==> src/rtl/vote_tally_arbiter_if.sv <==
// Booth handshake, control and display-counter bundle for the vote tally arbiter.
// The master side is the booths and front panel; the slave side is the arbiter.
interface vote_tally_arbiter_if #(
  parameter int CW = 29
);
  logic          voting_open;
  logic          clear;
  logic          DC_req;
  logic          MD_req;
  logic          VA_req;
  logic          DC_cand;
  logic          MD_cand;
  logic          VA_cand;
  logic          DC_ack;
  logic          MD_ack;
  logic          VA_ack;
  logic          reject;
  logic          busy;
  logic [CW-1:0] counter_DC_A;
  logic [CW-1:0] counter_DC_B;
  logic [CW-1:0] counter_DC_total;
  logic [CW-1:0] counter_MD_A;
  logic [CW-1:0] counter_MD_B;
  logic [CW-1:0] counter_MD_total;
  logic [CW-1:0] counter_VA_A;
  logic [CW-1:0] counter_VA_B;
  logic [CW-1:0] counter_VA_total;
  logic [CW-1:0] counter_A;
  logic [CW-1:0] counter_B;
  logic [CW-1:0] counter_total;

  modport master (
    output voting_open, clear,
    output DC_req, MD_req, VA_req, DC_cand, MD_cand, VA_cand,
    input  DC_ack, MD_ack, VA_ack, reject, busy,
    input  counter_DC_A, counter_DC_B, counter_DC_total,
    input  counter_MD_A, counter_MD_B, counter_MD_total,
    input  counter_VA_A, counter_VA_B, counter_VA_total,
    input  counter_A, counter_B, counter_total
  );

  modport slave (
    input  voting_open, clear,
    input  DC_req, MD_req, VA_req, DC_cand, MD_cand, VA_cand,
    output DC_ack, MD_ack, VA_ack, reject, busy,
    output counter_DC_A, counter_DC_B, counter_DC_total,
    output counter_MD_A, counter_MD_B, counter_MD_total,
    output counter_VA_A, counter_VA_B, counter_VA_total,
    output counter_A, counter_B, counter_total
  );
endinterface

==> src/rtl/vote_tally_arbiter.sv <==
// Round-robin arbiter sharing one counter-update path between the DC, MD and VA booths,
// holding the twelve saturating display counters with open/clear gating.
module vote_tally_arbiter #(
  parameter int CW        = 29,
  parameter int MAX_COUNT = 9999999
) (
  input  logic                clk,
  input  logic                rst,
  vote_tally_arbiter_if.slave bus
);

  typedef enum logic [1:0] {
    DC = 2'd0,
    MD = 2'd1,
    VA = 2'd2
  } booth_e;

  localparam logic [CW-1:0] ONE = CW'(1);
  localparam logic [CW-1:0] CAP = CW'(MAX_COUNT);

  booth_e        rr_last;
  booth_e        winner;
  logic          any_grant;
  logic          reject_q;
  logic [2:0]    req_v;
  logic [2:0]    cand_v;
  logic [2:0]    elig;
  logic [2:0]    ack_q;
  logic [CW-1:0] cnt_a [3];
  logic [CW-1:0] cnt_b [3];
  logic [CW-1:0] cnt_t [3];
  logic [CW-1:0] nat_a;
  logic [CW-1:0] nat_b;
  logic [CW-1:0] nat_t;

  function automatic booth_e next_booth(booth_e b);
    case (b)
      DC:      return MD;
      MD:      return VA;
      default: return DC;
    endcase
  endfunction

  assign req_v  = {bus.VA_req, bus.MD_req, bus.DC_req};
  assign cand_v = {bus.VA_cand, bus.MD_cand, bus.DC_cand};
  // A booth in its ack cycle still shows the old request, so it is masked out.
  assign elig   = req_v & ~ack_q & {3{bus.voting_open}};

  always_comb begin
    booth_e probe;
    // NOTE: every variable gets a default before any branch, otherwise a latch is inferred.
    winner    = DC;
    any_grant = 1'b0;
    probe     = rr_last;
    for (int k = 0; k < 3; k++) begin
      probe = next_booth(probe);
      if (!any_grant && elig[probe]) begin
        any_grant = 1'b1;
        winner    = probe;
      end
    end
  end

  always_ff @(posedge clk) begin
    if (rst) begin
      ack_q    <= '0;
      reject_q <= 1'b0;
      rr_last  <= VA;
      // NOTE: the counter arrays are display state, so unlike data memories they are reset.
      for (int r = 0; r < 3; r++) begin
        cnt_a[r] <= '0;
        cnt_b[r] <= '0;
        cnt_t[r] <= '0;
      end
      nat_a <= '0;
      nat_b <= '0;
      nat_t <= '0;
    end else begin
      // NOTE: non-blocking assignments so every register samples pre-edge values.
      ack_q    <= '0;
      reject_q <= 1'b0;
      if (any_grant) begin
        ack_q[winner] <= 1'b1;
        rr_last       <= winner;
        if (nat_t == CAP) begin
          reject_q <= 1'b1;
        end else begin
          cnt_t[winner] <= cnt_t[winner] + ONE;
          nat_t         <= nat_t + ONE;
          if (cand_v[winner]) begin
            cnt_b[winner] <= cnt_b[winner] + ONE;
            nat_b         <= nat_b + ONE;
          end else begin
            cnt_a[winner] <= cnt_a[winner] + ONE;
            nat_a         <= nat_a + ONE;
          end
        end
      end else if (bus.clear && !bus.voting_open) begin
        for (int r = 0; r < 3; r++) begin
          cnt_a[r] <= '0;
          cnt_b[r] <= '0;
          cnt_t[r] <= '0;
        end
        nat_a <= '0;
        nat_b <= '0;
        nat_t <= '0;
      end
    end
  end

  assign bus.DC_ack           = ack_q[0];
  assign bus.MD_ack           = ack_q[1];
  assign bus.VA_ack           = ack_q[2];
  assign bus.reject           = reject_q;
  assign bus.busy             = bus.voting_open & |(req_v & ~ack_q);
  assign bus.counter_DC_A     = cnt_a[0];
  assign bus.counter_DC_B     = cnt_b[0];
  assign bus.counter_DC_total = cnt_t[0];
  assign bus.counter_MD_A     = cnt_a[1];
  assign bus.counter_MD_B     = cnt_b[1];
  assign bus.counter_MD_total = cnt_t[1];
  assign bus.counter_VA_A     = cnt_a[2];
  assign bus.counter_VA_B     = cnt_b[2];
  assign bus.counter_VA_total = cnt_t[2];
  assign bus.counter_A        = nat_a;
  assign bus.counter_B        = nat_b;
  assign bus.counter_total    = nat_t;

endmodule

==> src/flat_wrapper.sv <==
// flat-port wrapper written by rule: the top's interface ports become plain ports
module vote_tally_arbiter_flat 
#(
  parameter int CW        = 29,
  parameter int MAX_COUNT = 9999999
)
  (clk, rst, bus_voting_open, bus_clear, bus_DC_req, bus_MD_req, bus_VA_req, bus_DC_cand, bus_MD_cand, bus_VA_cand, bus_DC_ack, bus_MD_ack, bus_VA_ack, bus_reject, bus_busy, bus_counter_DC_A, bus_counter_DC_B, bus_counter_DC_total, bus_counter_MD_A, bus_counter_MD_B, bus_counter_MD_total, bus_counter_VA_A, bus_counter_VA_B, bus_counter_VA_total, bus_counter_A, bus_counter_B, bus_counter_total);
  vote_tally_arbiter_if #(.CW(CW)) bus_i ();
  input  logic clk;
  input  logic rst;
  input wire logic [$bits(bus_i.voting_open)-1:0] bus_voting_open;
  input wire logic [$bits(bus_i.clear)-1:0] bus_clear;
  input wire logic [$bits(bus_i.DC_req)-1:0] bus_DC_req;
  input wire logic [$bits(bus_i.MD_req)-1:0] bus_MD_req;
  input wire logic [$bits(bus_i.VA_req)-1:0] bus_VA_req;
  input wire logic [$bits(bus_i.DC_cand)-1:0] bus_DC_cand;
  input wire logic [$bits(bus_i.MD_cand)-1:0] bus_MD_cand;
  input wire logic [$bits(bus_i.VA_cand)-1:0] bus_VA_cand;
  output wire logic [$bits(bus_i.DC_ack)-1:0] bus_DC_ack;
  output wire logic [$bits(bus_i.MD_ack)-1:0] bus_MD_ack;
  output wire logic [$bits(bus_i.VA_ack)-1:0] bus_VA_ack;
  output wire logic [$bits(bus_i.reject)-1:0] bus_reject;
  output wire logic [$bits(bus_i.busy)-1:0] bus_busy;
  output wire logic [$bits(bus_i.counter_DC_A)-1:0] bus_counter_DC_A;
  output wire logic [$bits(bus_i.counter_DC_B)-1:0] bus_counter_DC_B;
  output wire logic [$bits(bus_i.counter_DC_total)-1:0] bus_counter_DC_total;
  output wire logic [$bits(bus_i.counter_MD_A)-1:0] bus_counter_MD_A;
  output wire logic [$bits(bus_i.counter_MD_B)-1:0] bus_counter_MD_B;
  output wire logic [$bits(bus_i.counter_MD_total)-1:0] bus_counter_MD_total;
  output wire logic [$bits(bus_i.counter_VA_A)-1:0] bus_counter_VA_A;
  output wire logic [$bits(bus_i.counter_VA_B)-1:0] bus_counter_VA_B;
  output wire logic [$bits(bus_i.counter_VA_total)-1:0] bus_counter_VA_total;
  output wire logic [$bits(bus_i.counter_A)-1:0] bus_counter_A;
  output wire logic [$bits(bus_i.counter_B)-1:0] bus_counter_B;
  output wire logic [$bits(bus_i.counter_total)-1:0] bus_counter_total;
  assign bus_i.voting_open = bus_voting_open;
  assign bus_i.clear = bus_clear;
  assign bus_i.DC_req = bus_DC_req;
  assign bus_i.MD_req = bus_MD_req;
  assign bus_i.VA_req = bus_VA_req;
  assign bus_i.DC_cand = bus_DC_cand;
  assign bus_i.MD_cand = bus_MD_cand;
  assign bus_i.VA_cand = bus_VA_cand;
  assign bus_DC_ack = bus_i.DC_ack;
  assign bus_MD_ack = bus_i.MD_ack;
  assign bus_VA_ack = bus_i.VA_ack;
  assign bus_reject = bus_i.reject;
  assign bus_busy = bus_i.busy;
  assign bus_counter_DC_A = bus_i.counter_DC_A;
  assign bus_counter_DC_B = bus_i.counter_DC_B;
  assign bus_counter_DC_total = bus_i.counter_DC_total;
  assign bus_counter_MD_A = bus_i.counter_MD_A;
  assign bus_counter_MD_B = bus_i.counter_MD_B;
  assign bus_counter_MD_total = bus_i.counter_MD_total;
  assign bus_counter_VA_A = bus_i.counter_VA_A;
  assign bus_counter_VA_B = bus_i.counter_VA_B;
  assign bus_counter_VA_total = bus_i.counter_VA_total;
  assign bus_counter_A = bus_i.counter_A;
  assign bus_counter_B = bus_i.counter_B;
  assign bus_counter_total = bus_i.counter_total;
  vote_tally_arbiter #(.CW(CW), .MAX_COUNT(MAX_COUNT)) u_core (.clk(clk), .rst(rst), .bus(bus_i));
endmodule
==> config.mk <==
export PLATFORM = sky130hd
export DESIGN_NAME = vote_tally_arbiter_flat
export DESIGN_NICKNAME = d
export VERILOG_FILES = /design/src/rtl/vote_tally_arbiter_if.sv /design/src/rtl/vote_tally_arbiter.sv /design/src/flat_wrapper.sv
export SDC_FILE = /design/constraint.sdc
export NUM_CORES = 1
export LEC_CHECK = 0
export CELL_PAD_IN_SITES_DETAIL_PLACEMENT = 0
export CELL_PAD_IN_SITES_GLOBAL_PLACEMENT = 1
export CORE_ASPECT_RATIO = 1.75
export CORE_MARGIN = 2
export CORE_UTILIZATION = 36
export DETAILED_ROUTE_END_ITERATION = 6
export GPL_ROUTABILITY_DRIVEN = 0
export PLACE_DENSITY = 0.79
export SYNTH_ARGS = -nofsm -noshare
export SYNTH_HDL_FRONTEND = slang
export SYNTH_SLANG_ARGS = --single-unit
export TNS_END_PERCENT = 5
==> constraint.sdc <==
create_clock -name clk -period 4 [get_ports clk]
set_input_delay 0.4 -clock clk [delete_from_list [all_inputs] [get_ports clk]]
set_output_delay 0.4 -clock clk [all_outputs]
set_load 0.1 [all_outputs]
==> results <==
-- final timing paths --
check,startpoint,endpoint,slack [ns],cells past startpoint
worst min register to register,u_core.bus.counter_A[28],u_core.bus.counter_A[28],0.50,2
worst min-delay path,u_core.bus.counter_A[28],u_core.bus.counter_A[28],0.50,2
worst max register to register,u_core.ack_q[2],u_core.cnt_b[1][22],0.51,14
worst max-delay path,u_core.ack_q[2],u_core.cnt_b[1][22],0.51,14
-- area by class of cell --
cell class	instances	area, um^2	area share
Clock inverter	23	267	0.0113
Multi-Input combinational cell	1165	7120	0.303
Inverter	25	93.8	0.00399
Clock buffer	45	1010	0.0428
Sequential cell	354	9710	0.413
Timing Repair Buffer	468	4590	0.195
Tap cell	594	743	0.0316
Antenna cell	1	2.50	0.000106
-- worst min-delay path: cells and delay by family, from the launching register on --
kind	cells	cell delay, ns
AOI/OAI and AO/OA	2	0.13
DFF	1	0.32
-- sequential cells by signal, summed over array words and instances, names as in the netlist, 2 cells and up --
register / cells
u_core.ack_q: 3
u_core.bus.counter_A: 29
u_core.bus.counter_B: 29
u_core.bus.counter_total: 29
u_core.cnt_a: 87
u_core.cnt_b: 87
u_core.cnt_t: 87
u_core.rr_last: 2
-- placed cells by master (no fill, tap or decap), types with 7 or more instances in the layout --
master             n
o21ai_0           28
o22a_1            13
clkbuf_16         39
o221ai_1           9
xnor2_1           55
buf_4             93
a221o_1            8
nor3_1            58
and3_1            28
o32a_1            13
nand4_1           30
dfxtp_1           88
nand3_1           58
edfxtp_1         261
clkdlybuf4s50_1  361
nor4_1             8
nand2_1          101
clkinv_2           7
inv_1             25
and2_1            14
xor2_1            84
nor4_2            13
nor2_1           367
a21oi_1           58
a211oi_1          12
clkinv_1           7
o32ai_1           32
buf_12            14
and4_1             9
or3_1             16
o21a_1             8
-- layer usage --
metal | track usage | vias to the layer above
met5 | 0 | -
met1 | 0.256 | 7481
met2 | 0.459 | 705
li1 | - | 6828
met4 | 0.147 | 0
met3 | 0.0397 | 176
-- cell families after synthesis --
logic type / after synthesis
AOI/OAI and AO/OA: 259
xor gates and xnor gates: 139
adders and majority gates: 6
buffers and inverters: 119
DFF: 354
muxes: 4
and+or+nand+nor: 757
-- power by group --
part           switching, mW  internal (mW)
logic                   2.07          0.638
clock network           1.50           2.19
registers              0.180           4.13
-- metrics by stage --
step                      hold WS, ns  setup slack, ns  instance area (um^2)
after CTS                       0.499            0.429                 23500
final                           0.502            0.506                 23500
after floorplan                 0.497          -0.0193                 17400
after global placement          0.470          -0.0366                 22300
after global routing            0.517            0.282                 23500
after detailed placement        0.488          -0.0569                 22300
==> run_results.csv <==
group,metric,value,unit
run_status,outcome,"completed",
pwr,peakVddDrop,336,uV
detailed_routing,ant_nets,0,
finish,syn_to_final_growth,35.4,%
grt,antenna_found_initial,1,
die,fp.dieArea,50100,um^2
yosys,syn-num-nets,1654,
pwr,power.leakage,8.29,nW
grt,grt_remaining_overflow,0,
detailed_routing,viasPerCell,5.68,
die,die_x,170,um
clocking,cts_buffers,37,
timing,setup_tns,0,ns
worst_setup_path,cp_top_family,"simple AND/OR/NAND/NOR gates",
worst_setup_path,path_class,"register to register",
yosys,ys_ff_latch,354,
detailed_routing,firstDrtPassIters,6,
die,fp.coreArea,47700,um^2
timing,worstMarginPinSlew,1.17,ns
worst_setup_path,cp-start-kind,"register",
yosys,synth-edff-count,261,
timing,rsz0062_at_grt,"false",
detailed_routing,wirelength,63500,um
placed_design,placed_cells,2606,
yosys,syn-instance-count,1638,
detailed_routing,wl_met2,33600,um
worst_setup_path,worstSetupEndpointType,"register",
finish,layout.nets,2067,
finish,drive_above_1_share,0.111,
min_path,worst_hold_path_type,"register to register",
finish,instances_no_fill,2675,
worst_setup_path,critPathRequiredTime,4.27,ns
yosys,async_flop_share,0,
worst_setup_path,crit_chain,"and2b_1, nand3_4, o21ai_4, buf_4, nor2_1, nor2_1, ha_1, o2111a_1, nand3_1, buf_4, nor4_1, buf_4, xnor2_1, nor2_1",
timing,skew,0.0177,ns
clocking,post_cts_buffers,0,
grt,grt_max_degree,52,
yosys,yosysTopAreaCellShare,0.451,
worst_setup_path,critPathBufInv,3,
yosys,avgSynthCellArea,10.6,um^2
yosys,yosysMostFrequentCell,"nor2_1",
detailed_routing,highest_layer,"met4",
yosys,synth_warnings,0,
worst_setup_path,critPathMaxStageDelay,0.43,ns
clocking,clkTransAtPathRegs,0.06,ns
grt,grt_pass1_vias,15300,
die,ioPinCount,363,
worst_setup_path,critical_path_peak_fanout,9,
yosys,synth_common_cells,"nor2_1 (367), edfxtp_1 (261), nand2_1 (101), dfxtp_1 (93), xor2_1 (84)",
yosys,yosysTopAreaCell,"edfxtp_1",
timing,drv_slew,0,
pwr,power.density,455,nW/um^2
yosys,synth_top_family_by_area,"simple AND/OR/NAND/NOR gates",
timing,slew_headroom,0.216,
worst_setup_path,critPathSlowestCell,"o21ai_4",
clocking,cts_root_buffer,"clkbuf_16",
timing,fin_crit_sh,0.874,
yosys,synthAdderAreaFrac,0.00432,
timing,finalHoldViolCount,0,
clocking,cts_sinks,354,
grt,grt_util_all_layers,0.246,
finish,nFillCells,4406,
worst_setup_path,critPathArrivalTime,3.77,ns
pwr,finalPower,10.7,mW
yosys,synth_compound_area_frac,0.114,
yosys,ys_types,93,
detailed_routing,wl_per_cell,23.7,um
die,initial_core_util,0.364,
timing,fmax,286,MHz
yosys,yosysSeqAreaShare,0.558,
yosys,syn-cell-area,17400,um^2
clocking,htree_levels,2,
grt,grt_pass1_wl,93600,um
die,fp-row-count,106,
detailed_routing,num_vias,15200,
placed_design,io_buffer_count,362,
clocking,cts_hold_repair.buffers,0,
detailed_routing,met3WireLength,4170,um
clocking,cts_buffer_depth,3,
timing,setup_viol,0,
finish,final_core_util,0.493,
yosys,yosys-top-cells-area,"edfxtp_1 (45%), dfxtp_1 (11%), nor2_1 (7.9%), xor2_1 (4.2%), xnor2_1 (2.8%)",
yosys,synth_mux_area_frac,0.00252,
placed_design,dp_hpwl,45300,um
flow_run,cap_violations,0,
yosys,ys.flop_type,"edfxtp_1",
clocking,cts_tree,"built",
clocking,clock_latency,0.54,ns
clocking,cts.repair.resized,0,
detailed_routing,drt_first_iter_violations,1025,
timing,fin_crit,3.49,ns
detailed_routing,drc_errors,0,
yosys,synth-simple-area-share,0.216,
detailed_routing,drt-met1-wl,21800,um
die,die_height,295,um
yosys,synth_xor_area_frac,0.0700,
Power figures use the tool's default switching activity.
